File: config.mk
export PLATFORM = sky130hd
export DESIGN_NAME = sram64kb_ctrl_flat
export DESIGN_NICKNAME = d
export VERILOG_FILES = /design/src/rtl/sram64kb_pkg.sv /design/src/rtl/sram64kb_ctrl_if.sv /design/src/rtl/sram64kb_bank_dec.sv /design/src/rtl/sram64kb_ctrl.sv /design/src/flat_wrapper.sv
export SDC_FILE = /design/constraint.sdc
export NUM_CORES = 1
export LEC_CHECK = 0
export CAP_MARGIN = 20
export CORE_UTILIZATION = 51
export CTS_BUF_LIST = sky130_fd_sc_hd__clkbuf_4 sky130_fd_sc_hd__clkbuf_8 sky130_fd_sc_hd__clkbuf_16
export DETAILED_ROUTE_END_ITERATION = 6
export PLACE_DENSITY = 0.89
export SKIP_LAST_GASP = 1
export SLEW_MARGIN = 0
export SYNTH_ARGS = -nofsm -noshare
export SYNTH_HDL_FRONTEND = slang
export SYNTH_SLANG_ARGS = --single-unit
File: constraint.sdc
create_clock -name clk -period 4 [get_ports clk]
set_input_delay 1 -clock clk [delete_from_list [all_inputs] [get_ports clk]]
set_output_delay 1 -clock clk [all_outputs]
set_load 0.01 [all_outputs]
File: src/rtl/sram64kb_pkg.sv
// Shared constants and FSM state encoding for the 64 KB banked SRAM controller.
package sram64kb_pkg;

    localparam int NUM_BANKS = 64;
    localparam int BANK_W    = 6;
    localparam int WORD_W    = 10;
    localparam int DATA_W    = 8;
    localparam int ST_W      = 3;

    typedef logic [ST_W-1:0] state_t;

    // Verify states only reachable when SRAM_CTRL_WVERIFY_EN is defined.
    localparam state_t ST_IDLE    = 3'd0;
    localparam state_t ST_SETUP   = 3'd1;
    localparam state_t ST_STROBE  = 3'd2;
    localparam state_t ST_CAPT    = 3'd3;
    localparam state_t ST_RESP    = 3'd4;
    localparam state_t ST_VSETUP  = 3'd5;
    localparam state_t ST_VSTROBE = 3'd6;
    localparam state_t ST_VCAPT   = 3'd7;

endpackage

File: src/rtl/sram64kb_ctrl_if.sv
// Request/response port of the SRAM controller: valid/ready request, one-cycle response strobe.
interface sram64kb_ctrl_if #(
    parameter int ADDR_W = 16,
    parameter int DATA_W = 8
);
    logic              req_valid;
    logic              req_ready;
    logic              req_wr;
    logic [ADDR_W-1:0] req_addr;
    logic [DATA_W-1:0] req_wdata;
    logic              rsp_valid;
    logic [DATA_W-1:0] rsp_rdata;
    logic              rsp_err;

    modport master (
        output req_valid, req_wr, req_addr, req_wdata,
        input  req_ready, rsp_valid, rsp_rdata, rsp_err
    );

    modport slave (
        input  req_valid, req_wr, req_addr, req_wdata,
        output req_ready, rsp_valid, rsp_rdata, rsp_err
    );
endinterface

File: src/rtl/sram64kb_bank_dec.sv
// Bank index to active-low one-hot select; all ones when disabled.
module sram64kb_bank_dec
    import sram64kb_pkg::*;
#(
    parameter int NB = NUM_BANKS,
    parameter int BW = BANK_W
) (
    input  logic [BW-1:0] bank,
    input  logic          en,
    output logic [NB-1:0] sel_b
);

    always_comb begin
        sel_b = '1;
        if (en) sel_b[bank] = 1'b0;
    end

endmodule

File: src/rtl/sram64kb_ctrl.sv
// Sequencing controller for the 64 x 1024 x 8 banked SRAM.
// Optional write read-back verify: define SRAM_CTRL_WVERIFY_EN.
//
// state    | meaning
// IDLE     | ready, array deselected
// SETUP    | address, selects, WEB/OEB driven
// STROBE   | one-cycle CE pulse
// CAPT     | CE low; read data sampled from ODATA
// RESP     | response strobe; ready for the next request
// VSETUP   | (verify) write target re-enabled for read
// VSTROBE  | (verify) CE pulse for read-back
// VCAPT    | (verify) read-back compared with written data
module sram64kb_ctrl
    import sram64kb_pkg::*;
#(
    parameter int ADDR_W    = 16,
    parameter int DATA_W    = 8,
    parameter int NUM_BANKS = 64
) (
    input  logic                 clk,
    input  logic                 rst_n,
    sram64kb_ctrl_if.slave       bus,
    output logic [WORD_W-1:0]    mem_addr,
    output logic                 mem_ce,
    output logic                 mem_web,
    output logic [NUM_BANKS-1:0] mem_oeb,
    output logic [NUM_BANKS-1:0] mem_csb,
    output logic [DATA_W-1:0]    mem_idata,
    input  logic [DATA_W-1:0]    odata
);

    state_t              state;
    logic                wr_q;
    logic [BANK_W-1:0]   bank_q;
    logic                rsp_valid_q;
    logic [DATA_W-1:0]   rsp_rdata_q;
    logic                accept;
    logic [BANK_W-1:0]   req_bank;
    logic [BANK_W-1:0]   dec_bank;
    logic                oeb_en;
    logic [NUM_BANKS-1:0] csb_nxt;
    logic [NUM_BANKS-1:0] oeb_nxt;

    assign bus.req_ready = (state == ST_IDLE) || (state == ST_RESP);
    assign accept        = bus.req_valid && bus.req_ready;
    assign req_bank      = bus.req_addr[ADDR_W-1 -: BANK_W];
    assign bus.rsp_valid = rsp_valid_q;
    assign bus.rsp_rdata = rsp_rdata_q;

    // Decoders see the incoming request on accept, otherwise the latched bank (verify read-back).
    assign dec_bank = accept ? req_bank : bank_q;
    assign oeb_en   = accept ? ~bus.req_wr : 1'b1;

    sram64kb_bank_dec #(.NB(NUM_BANKS), .BW(BANK_W)) u_csb_dec (
        .bank  (dec_bank),
        .en    (1'b1),
        .sel_b (csb_nxt)
    );

    sram64kb_bank_dec #(.NB(NUM_BANKS), .BW(BANK_W)) u_oeb_dec (
        .bank  (dec_bank),
        .en    (oeb_en),
        .sel_b (oeb_nxt)
    );

`ifdef SRAM_CTRL_WVERIFY_EN
    logic [DATA_W-1:0] wdata_q;
    logic              err_q;
    assign bus.rsp_err = err_q;
`else
    assign bus.rsp_err = 1'b0;
`endif

    always_ff @(posedge clk or negedge rst_n) begin
        if (!rst_n) begin
            state       <= ST_IDLE;
            wr_q        <= 1'b0;
            bank_q      <= '0;
            rsp_valid_q <= 1'b0;
            rsp_rdata_q <= '0;
            mem_addr    <= '0;
            mem_ce      <= 1'b0;
            mem_web     <= 1'b1;
            mem_oeb     <= '1;
            mem_csb     <= '1;
            mem_idata   <= '0;
`ifdef SRAM_CTRL_WVERIFY_EN
            wdata_q     <= '0;
            err_q       <= 1'b0;
`endif
        end else begin
            case (state)
                ST_IDLE, ST_RESP: begin
                    rsp_valid_q <= 1'b0;
`ifdef SRAM_CTRL_WVERIFY_EN
                    err_q       <= 1'b0;
`endif
                    if (accept) begin
                        state    <= ST_SETUP;
                        wr_q     <= bus.req_wr;
                        bank_q   <= req_bank;
                        mem_addr <= bus.req_addr[WORD_W-1:0];
                        mem_csb  <= csb_nxt;
                        mem_oeb  <= oeb_nxt;
                        mem_web  <= ~bus.req_wr;
                        if (bus.req_wr) mem_idata <= bus.req_wdata;
`ifdef SRAM_CTRL_WVERIFY_EN
                        wdata_q  <= bus.req_wdata;
`endif
                    end else begin
                        state   <= ST_IDLE;
                        mem_csb <= '1;
                        mem_oeb <= '1;
                    end
                end
                ST_SETUP: begin
                    mem_ce <= 1'b1;
                    state  <= ST_STROBE;
                end
                ST_STROBE: begin
                    mem_ce  <= 1'b0;
                    mem_web <= 1'b1;
                    state   <= ST_CAPT;
                end
                ST_CAPT: begin
                    rsp_rdata_q <= wr_q ? '0 : odata;
`ifdef SRAM_CTRL_WVERIFY_EN
                    if (wr_q) begin
                        mem_oeb <= oeb_nxt;
                        state   <= ST_VSETUP;
                    end else begin
                        rsp_valid_q <= 1'b1;
                        state       <= ST_RESP;
                    end
`else
                    rsp_valid_q <= 1'b1;
                    state       <= ST_RESP;
`endif
                end
`ifdef SRAM_CTRL_WVERIFY_EN
                ST_VSETUP: begin
                    mem_ce <= 1'b1;
                    state  <= ST_VSTROBE;
                end
                ST_VSTROBE: begin
                    mem_ce <= 1'b0;
                    state  <= ST_VCAPT;
                end
                ST_VCAPT: begin
                    rsp_rdata_q <= odata;
                    err_q       <= (odata != wdata_q);
                    rsp_valid_q <= 1'b1;
                    state       <= ST_RESP;
                end
`endif
                default: state <= ST_IDLE;
            endcase
        end
    end

endmodule

File: src/flat_wrapper.sv
// flat-port wrapper written by rule: the top's interface ports become plain ports
module sram64kb_ctrl_flat import sram64kb_pkg::*;
#(
    parameter int ADDR_W    = 16,
    parameter int DATA_W    = 8,
    parameter int NUM_BANKS = 64
)
  (clk, rst_n, mem_addr, mem_ce, mem_web, mem_oeb, mem_csb, mem_idata, odata, bus_req_valid, bus_req_wr, bus_req_addr, bus_req_wdata, bus_req_ready, bus_rsp_valid, bus_rsp_rdata, bus_rsp_err);
  sram64kb_ctrl_if #(.ADDR_W(ADDR_W), .DATA_W(DATA_W)) bus_i ();
  input  logic clk;
  input  logic rst_n;
  output logic [WORD_W-1:0] mem_addr;
  output logic mem_ce;
  output logic mem_web;
  output logic [NUM_BANKS-1:0] mem_oeb;
  output logic [NUM_BANKS-1:0] mem_csb;
  output logic [DATA_W-1:0] mem_idata;
  input  logic [DATA_W-1:0] odata;
  input wire logic [$bits(bus_i.req_valid)-1:0] bus_req_valid;
  input wire logic [$bits(bus_i.req_wr)-1:0] bus_req_wr;
  input wire logic [$bits(bus_i.req_addr)-1:0] bus_req_addr;
  input wire logic [$bits(bus_i.req_wdata)-1:0] bus_req_wdata;
  output wire logic [$bits(bus_i.req_ready)-1:0] bus_req_ready;
  output wire logic [$bits(bus_i.rsp_valid)-1:0] bus_rsp_valid;
  output wire logic [$bits(bus_i.rsp_rdata)-1:0] bus_rsp_rdata;
  output wire logic [$bits(bus_i.rsp_err)-1:0] bus_rsp_err;
  assign bus_i.req_valid = bus_req_valid;
  assign bus_i.req_wr = bus_req_wr;
  assign bus_i.req_addr = bus_req_addr;
  assign bus_i.req_wdata = bus_req_wdata;
  assign bus_req_ready = bus_i.req_ready;
  assign bus_rsp_valid = bus_i.rsp_valid;
  assign bus_rsp_rdata = bus_i.rsp_rdata;
  assign bus_rsp_err = bus_i.rsp_err;
  sram64kb_ctrl #(.ADDR_W(ADDR_W), .DATA_W(DATA_W), .NUM_BANKS(NUM_BANKS)) u_core (.clk(clk), .rst_n(rst_n), .bus(bus_i), .mem_addr(mem_addr), .mem_ce(mem_ce), .mem_web(mem_web), .mem_oeb(mem_oeb), .mem_csb(mem_csb), .mem_idata(mem_idata), .odata(odata));
endmodule
==> metrics, run 1 <==
outcome=finished, final reports clean; GPL Wtd Cong=about 0.88; Setup crit end kind=register; Clk Latency, worst-skew pair=approximately 0.43 ns; antenna violations before repair=0; fin util=0.732; Req. time, crit path=4.33 ns; r2r setup slk=approximately 1.7 ns; post-route DRC violation count=0; Startpoint Class=input pin; clock sinks=165; hold depth=2; FMAX=between 300 and 400 MHz; worst r2r src=u_core.state[1]$_DFF_PN0_; crit-path max cell delay=0.59 ns; Synth warnings=0; CTS Root Cell=clkbuf_16; grt ovf=0; power density over the cells=about 550 nW/um2; worst slew pin tran=0.857 ns; RSZ-0062 raised after global routing=no; fin crit period=2.90 ns; Cell Area, Synth=between 6000 and 7000 um2; most frequent cells in the layout=clkdlybuf4s50_1, dfstp_2, nand2_1; commonest non-fill, non-tap cell in the layout=clkdlybuf4s50_1; port bufs=193; crit path DAT=roughly 3.2 ns; Critical-path top delay cell=clkdlybuf4s50_1; worst-path fanout max=23; Leak Pwr=3.60 nW; n_diodes=0; DR pass1 iterations=5; Worst Hold End=u_core.mem_addr[9]$_DFFE_PN0P_; # resized after CTS=0; largest cells by area after synthesis=dfstp_2, dfrtp_1, o22a_1, nand2_1, o32a_1; 1st-iter DRT viols=~420; die width=between 100 and 150 um; first-pass GRT wire length=between 20 and 30 mm; worst vdd rail ir drop=between 0.0004 and 0.0005 V; DP HPWL=between 10 and 15 mm; Synth Flop Type=dfstp_2; hold buffer count at CTS=0; ys async rst share=1.00; routed via count=5379; setup_tns=0 ns; RR Endpoint=u_core.mem_oeb[24]$_DFFE_PN1N_; critical path class=input pin to register; Post-Syn Nets=approximately 600; total track usage=0.293; sequential-to-total area share from yosys stat=0.645; Mapped Cells=~570; number of flops mapped to enable cells by yosys=0; Final Max Tran Viols=0; total CTS buffers=17; clk_skew=between 0.007 and 0.008 ns; Core Footprint=roughly 13000 um2; CP bufs+invs=2; vias in the first global route=about 5400; max-cap check violation count=0; Hold WC Path Type=register to register; endpoints failing setup=0; Yosys top cell by area=dfstp_2; Slew HR=0.426; clock slew at reported path FFs=approximately 0.06 ns; Die H=~120 um; largest net degree at the start of global routing=between 100 and 150; CP top delay family=simple AND/OR/NAND/NOR gates; CTS max path bufs=2; area share of the largest cell type after synthesis=0.509; hold wc startpoint=u_core.mem_addr[9]$_DFFE_PN0P_; routed length per placed instance=around 20 um; P&R area growth vs syn=39.5%; Cell Chain, Critical Path=clkdlybuf4s50_1, nor3b_4, buf_4, nand3_1, nor4_1, o21ai_0; Routed WL=between 15 and 20 mm; Setup Fix Bufs, Post-CTS=0; post-synthesis sequential element count=~170; antenna-violating nets left=0; worst reg-to-reg path cell count=4; IO Pins=slightly below 200; CTS tree=yes; htree depth=4; Die ar.=approximately 14000 um2; Starting Density=0.525; DR vias/cell=roughly 5.8; Fin. Hold Viols=0; share of layout cells above drive strength 1=0.250; Syn Area/Cell=about 12 um2; final net count=780; synth unique cells=40; site row count=a little over 40; Period Utilization, post-route=0.725
## worst max-delay path by stage
stage | startpoint | end | slack [ns] | cells after the start
2_1_floorplan | bus_req_addr[14] | u_core.mem_oeb[59]$_DFFE_PN1N_ | 1.57 | 7
4_1_cts | bus_req_valid | u_core.mem_oeb[31]$_DFFE_PN1N_ | 1.13 | 6
5_1_grt | bus_req_valid | u_core.mem_oeb[31]$_DFFE_PN1N_ | 0.94 | 6
3_3_place_gp | bus_req_valid | u_core.mem_oeb[46]$_DFFE_PN1N_ | 0.75 | 5
6_report | bus_req_valid | u_core.mem_oeb[30]$_DFFE_PN1N_ | 1.10 | 6
3_5_place_dp | bus_req_valid | u_core.mem_oeb[31]$_DFFE_PN1N_ | 0.70 | 6
## worst register-to-register path, stage by stage, from the launching register on
cell and delay, ns:
dfrtp_1 0.57, or3b_1 0.70, buf_4 0.33, nor4_1 0.48
o21ai_0 0.17
## synthesized netlist by cell type, types with 2 or more instances
cell type  instances
and2_1             2
clkbuf_1          38
dfstp_2          129
inv_1              6
o32a_1            23
o21ai_0           21
nor2_1            47
buf_1              5
nand3_1            8
mux2i_1            5
nor4_1            11
a21oi_1           11
nor3_1             2
nor3b_1            6
o22ai_1            6
a31oi_1           11
buf_4              3
nand2_1           90
buf_6              4
nor2b_1            3
o22a_1            68
buf_2              5
dfrtp_1           36
nand2b_1          13
## metal layers
layer  global-route usage  up-vias  routed length (um)
met4                0.147        0                 634
met5                    0        -                   0
met1                0.365     2704                7460
li1                     -     2375                   -
met2                0.479      250                9490
met3               0.0711       50                1380
## through the flow
step                total power, mW  instance area (um2)  hold WS [ns]  setup WS, ns  cells
CTS                            5.11                 9250         0.482          1.13    928
global route                   5.37                 9280         0.512         0.937    929
floorplan                      2.94                 6650         0.435          1.57    569
global placement               3.50                 8690         0.452         0.750    896
finish                         5.15                 9280         0.477          1.10    929
detailed placement             3.58                 8690         0.467         0.702    896
## cell type report
class	count	area [um2]
clock inverter	10	73.8
multi-input combinational	343	2090
timing repair buffer	211	2100
tap	172	215
clock buffer	22	482
sequential	165	4290
fill	821	3390
inverter	6	22.5
## registers in the layout (all words and copies together) (netlist names)
name                  count
u_core.mem_csb           64
u_core.mem_oeb           64
u_core.mem_addr          10
u_core.bus.rsp_rdata      8
u_core.mem_idata          8
u_core.bank_q             4
u_core.state              3
u_core.bus.rsp_valid      1
u_core.mem_ce             1
u_core.mem_web            1
u_core.wr_q               1
## power breakdown
group | internal, mW | total, mW | switching (mW)
sequential | 1.92 | 2.12 | 0.200
combinational | 0.629 | 1.51 | 0.879
clock | 0.860 | 1.52 | 0.662
## cells by family after synthesis
family	Yosys count	synth area share
compound gates	142	0.167
simple gates	193	0.136
other cells	1	0.000564
xor+xnor	1	0.00132
flops	165	0.645
mux	6	0.00922
buf+inv	61	0.0416
Note: power is estimated with default switching activity, not from simulation.
==> run 2, diff against run 1 <==
Settings changed: CORE_UTILIZATION 51 to 47, PLACE_DENSITY 0.89 to 0.83.
Clock period 4 ns to 3 ns, I/O delays scaled along.
==> metrics, run 2 (synthesized netlist as in run 1, its figures left out) <==
outcome=finished, final reports clean; 1st-iter DRT viols=403 (-3.8%); Fin. Hold Viols=0 (unchanged); share of layout cells above drive strength 1=0.262 (+0.0127); Final Worst Setup Slack=0.446 ns (-0.652 ns); clock slew at reported path FFs=0.07 ns (about the same); crit-path max cell delay=0.57 ns (-0.02 ns); Setup Fix Bufs, Post-CTS=0 (unchanged); GPL Wtd Cong=0.907 (+3.0%); setup_tns=0 ns (unchanged); port bufs=193 (unchanged); IO Pins=195 (unchanged); r2r setup slk=0.86 ns (-0.80 ns); worst reg-to-reg path cell count=4 (unchanged); routed via count=5373 (-0.11%); largest net degree at the start of global routing=129 (+0.78%); n_diodes=0 (unchanged); Starting Density=0.481 (-0.0439); worst-path fanout max=11 (-52%); post-route DRC violation count=0 (unchanged); total track usage=0.267 (-0.0257); routed length per placed instance=19.9 um (-2.6%); Critical-path top delay cell=clkdlybuf4s50_1; CTS max path bufs=2 (unchanged); site row count=43 (+4.9%); die width=121 um (+4.1%); Fill cells=945 (+15%); Startpoint Class=register; fin crit period=2.55 ns; total CTS buffers=17 (unchanged); Slew HR=0.461 (+0.0346); Leak Pwr=3.71 nW (+3.1%); htree depth=4 (unchanged); DP HPWL=13.0 mm (+1.9%); endpoints failing setup=0 (unchanged); worst vdd rail ir drop=0.000378 V (-8.2%); CTS Root Cell=clkbuf_16; DR vias/cell=5.66 (-2.3%); largest registers=u_core.mem_csb (64), u_core.mem_oeb (64), u_core.mem_addr (10); worst r2r src=u_core.state[0]$_DFF_PN0_; Cell Chain, Critical Path=nor2_4, clkdlybuf4s50_1; # resized after CTS=0 (unchanged); Routed WL=18.9 mm (-0.43%); Post-DP Area=8860 um2 (+1.9%); clk_skew=0.00734 ns (-0.000302 ns); RR Endpoint=u_core.mem_oeb[58]$_DFFE_PN1N_; P&R area growth vs syn=42.4%; Req. time, crit path=2.25 ns (-2.08 ns); Clk Latency, worst-skew pair=0.43 ns (about the same); antenna violations before repair=0 (unchanged); RSZ-0062 raised after global routing=no; Core Footprint=13800 um2 (+9.1%); FMAX=roughly 390 MHz; worst slew pin tran=0.806 ns (-0.0517 ns); clock sinks=165 (unchanged); critical path class=register to primary output; grt ovf=0 (unchanged); Tot Pwr=7.10 mW (+38%); commonest non-fill, non-tap cell in the layout=clkdlybuf4s50_1; fin util=0.685 (-0.0469); CTS tree=yes; Die H=121 um (+4.1%); Die ar.=14600 um2 (+8.4%); hold buffer count at CTS=0 (unchanged); crit path DAT=1.80 ns (-1.43 ns); Final Max Tran Viols=0 (unchanged); Setup crit end kind=primary output; power density over the cells=750 nW/um2 (+35%); max-cap check violation count=0 (unchanged); vias in the first global route=5423 (-0.092%); final instance area=9480 um2 (+2.1%); Hold WC Path Type=input pin to asynchronous set/reset pin; antenna-violating nets left=0 (unchanged); first-pass GRT wire length=29.3 mm (+0.69%); most frequent cells in the layout=clkdlybuf4s50_1, dfstp_2, nand2_1; DR pass1 iterations=5 (unchanged); Setup WS pre-CTS=0.0954 ns (-0.606 ns); Period Utilization, post-route=0.851; final net count=793 (+1.7%)
## run 2: power breakdown
part / total, mW / leakage, nW / switching [mW] / internal (mW)
sequential: 2.81 / 1.81 / 0.257 / 2.55
combinational: 2.07 / 1.60 / 1.17 / 0.896
clock: 2.23 / 0.309 / 0.893 / 1.33
## run 2: final cells by class
class	instances	area [um2]	share of cell area
clock buffers	21	480	0.0507
clock inverters	11	135	0.0143
inverters	6	22.5	0.00238
multi-input cells	343	2090	0.221
flip-flops and latches	165	4290	0.453
well taps	180	225	0.0238
repair buffers	224	2230	0.235
## run 2: through the flow
stage                     std cells  hold slack [ns]
after global routing            950            0.450
after global placement          918            0.456
after floorplan                 569            0.435
after CTS                       950            0.395
final                           950            0.415
after detailed placement        918            0.468
## run 2: worst max-delay path: cells and delay by family (launching register included)
family | cells | cell delay (ns)
DFF | 1 | 0.55
and+or+nand+nor | 1 | 0.26
buffers and inverters | 1 | 0.57
## run 2: worst max-delay path by stage
stage,start,to,slack [ns],cells after the start
after global routing,bus_req_valid,u_core.mem_oeb[51]$_DFFE_PN1N_,0.37,7
after detailed placement,bus_req_valid,u_core.mem_oeb[58]$_DFFE_PN1N_,0.1,5
after CTS,u_core.state[0]$_DFF_PN0_,bus_req_ready,0.42,2
after global placement,bus_req_valid,u_core.mem_oeb[60]$_DFFE_PN1N_,0.15,6
final,u_core.state[0]$_DFF_PN0_,bus_req_ready,0.45,2
after floorplan,bus_req_addr[14],u_core.mem_oeb[59]$_DFFE_PN1N_,0.82,7
## run 2: per-layer routing
metal	wire, um	GRT usage
met1	7520	0.327
met2	9550	0.445
met3	1340	0.0719
met4	478	0.112
met5	0	0
==> run 3, diff against run 2 <==
Settings changed: ABC_AREA set to 1, CORE_UTILIZATION 47 to 48, PLACE_DENSITY 0.83 to 0.84, SKIP_CTS_REPAIR_TIMING set to 1.
==> metrics, run 3 <==
Routed WL=18.4 mm (-2.4%); mux cell area share after synthesis=0.0126 (+0.00337); grt ovf=0 (unchanged); power density over the cells=1230 nW/um2 (+64%); outcome=finished, final reports clean; CP Capture Point=bus_req_ready; commonest non-fill, non-tap cell in the layout=nand2_1; RR Endpoint=u_core.mem_oeb[14]$_DFFE_PN1N_; area of the multi-input gates=2370 um2 (+13%); Mapped Cells=811 (+43%); worst-path fanout max=11 (unchanged); CTS tree=yes; IO Pins=195 (unchanged); Synth Flop Type=dfstp_2; area share of the largest cell type after synthesis=0.473 (-0.0361); # placed instances=1167 (+27%); CTS Root Cell=clkbuf_16; CTS max path bufs=2 (unchanged); setup_tns=0 ns (unchanged); Syn Area/Cell=8.83 um2 (-24%); largest cells by area after synthesis=dfstp_2, nand2_1, dfrtp_1, inv_1, nand3_1; Startpoint Class=register; 1st-iter DRT viols=458 (+14%); worst vdd rail ir drop=0.000534 V (+41%); Post-Layout Cell Count=1199 (+26%); max-cap check violation count=0 (unchanged); RSZ-0062 raised after global routing=no; worst slew pin tran=0.625 ns (-0.180 ns); DR vias/cell=4.95 (-13%); site row count=44 (+2.3%); Starting Density=0.493 (+0.0115); final instance area=9980 um2 (+5.4%); r2r setup slk=0.87 ns (about the same); routed via count=5930 (+10%); top-count cell post-synth=nand2_1; DP HPWL=12.8 mm (-1.5%); antenna violations before repair=0 (unchanged); ys async rst share=1.00 (unchanged); Tot Pwr=12.3 mW (+73%); sequential-to-total area share from yosys stat=0.606 (-0.0388); Cell Area, Synth=7160 um2 (+7.6%); top post-synthesis cells by count=nand2_1, dfstp_2, inv_1; first-pass GRT wire length=29.2 mm (-0.38%); clock slew at reported path FFs=0.06 ns (about the same); htree depth=4 (unchanged); antenna-violating nets left=0 (unchanged); Synth Area in Compound Gates=0.0342 (-0.133); largest registers=u_core.mem_csb (64), u_core.mem_oeb (64), u_core.mem_addr (10); Final Max Tran Viols=0 (unchanged); largest net degree at the start of global routing=80 (-38%); fin crit period=2.54 ns (-0.0141 ns); clock sinks=167 (+1.2%); die width=124 um (+2.6%); Req. time, crit path=2.25 ns (about the same); DR pass1 iterations=4 (-1); endpoints failing setup=0 (unchanged); routed length per placed instance=15.4 um (-23%); Setup WS pre-CTS=0.203 ns (+0.108 ns); total track usage=0.253 (-0.0143); fin util=0.687 (+0.00162); largest family of logic cells by synthesized area=simple AND/OR/NAND/NOR gates; Post-Synth XOR/XNOR Area=0 (-0.00132); final net count=1038 (+31%); Final Worst Setup Slack=0.460 ns (+0.0141 ns); Post-Synth Simple-Gate Area=0.283 (+0.147); total CTS buffers=17 (unchanged); Setup crit end kind=primary output; most frequent cells in the layout=nand2_1, clkdlybuf4s50_1, dfstp_2; critical path class=register to primary output; Fill cells=1104 (+17%); share of layout cells above drive strength 1=0.222 (-0.0407); number of flops mapped to enable cells by yosys=0 (unchanged); FMAX=394 MHz (+0.56%); Synth warnings=0 (unchanged); global route hottest layer=met2; met2 Use GR=0.400 (-0.0448); post-route DRC violation count=0 (unchanged); Fin. Hold Viols=0 (unchanged); Post-Syn Nets=847 (+40%); GPL Wtd Cong=0.909 (+0.25%); n_diodes=0 (unchanged); crit path from=u_core.state[0]$_DFF_PN0_; Leak Pwr=4.80 nW (+29%); Core Footprint=14500 um2 (+5.1%); Period Utilization, post-route=0.847 (-0.00471); clk_skew=0.00569 ns (-0.00165 ns); worst r2r src=u_core.state[0]$_DFF_PN0_; met1 Use GR=0.328 (+0.00135); port bufs=193 (unchanged); Slew HR=0.581 (+0.120); Die ar.=15400 um2 (+5.3%); storage element area=4340 um2 (+1.2%); P&R area growth vs syn=39.4%; post-synthesis sequential element count=167 (+1.2%); Clk Latency, worst-skew pair=0.42 ns (about the same); Hold WC Path Type=input pin to asynchronous set/reset pin; Post-DP Area=9300 um2 (+5.0%); GR Util met3=0.0714 (-0.000470); Yosys top cell by area=dfstp_2; synth unique cells=31 (-23%); crit path DAT=1.79 ns (about the same); Hold WS=0.326 ns (-0.0897 ns); Die H=124 um (+2.6%); vias in the first global route=5727 (+5.6%); Adder-Cell Fraction of Synth Area=0 (unchanged); worst reg-to-reg path cell count=8 (+4)
==> run 3: layout make-up <==
class	count	share of cell area
inverter	78	0.0296
clock buffer	25	0.0518
sequential	167	0.435
tap	184	0.0231
timing repair buffer	206	0.207
clock inverter	7	0.0164
multi-input combinational	532	0.237
==> run 3: worst min-delay path by stage <==
stage                                    from                        endpoint  slack, ns  cells past startpoint
6_report                                rst_n    u_core.bank_q[2]$_DFFE_PN0N_       0.33                      1
5_1_grt                                 rst_n    u_core.bank_q[2]$_DFFE_PN0N_       0.36                      1
4_1_cts                                 rst_n    u_core.bank_q[2]$_DFFE_PN0N_       0.32                      1
3_5_place_dp   u_core.mem_csb[25]$_DFFE_PN1N_  u_core.mem_csb[25]$_DFFE_PN1N_       0.46                      2
3_3_place_gp   u_core.mem_csb[23]$_DFFE_PN1N_  u_core.mem_csb[23]$_DFFE_PN1N_       0.46                      2
2_1_floorplan                           rst_n    u_core.bank_q[0]$_DFFE_PN0N_       0.45                      0
==> run 3: layer usage <==
layer	routed length [um]	vias to the layer above	share of wire
li1	-	2837	-
met1	7720	2829	0.42
met2	8880	229	0.48
met3	1390	35	0.075
met4	451	0	0.024
met5	0	-	0
==> run 3: kinds of logic (layout without fill, tap and decap cells) <==
kind of cell           Yosys count  after routing
AND/OR/NAND/NOR                477            477
flip-flops                     167            167
buffers and inverters          112            316
AO/OA/AOI/OAI                   46             46
multiplexers                     8              8
other                            1              1
==> run 3: power breakdown <==
part,leakage [nW],internal (mW),switching [mW]
clock network,0.338,1.62,0.849
registers,1.83,3.70,0.541
logic,2.63,2.45,3.11
==> run 3: worst max-delay path, stage by stage (launching register included) <==
cell and delay [ns]:
dfrtp_1 0.42, nor2_4 0.32, clkdlybuf4s50_1 0.62
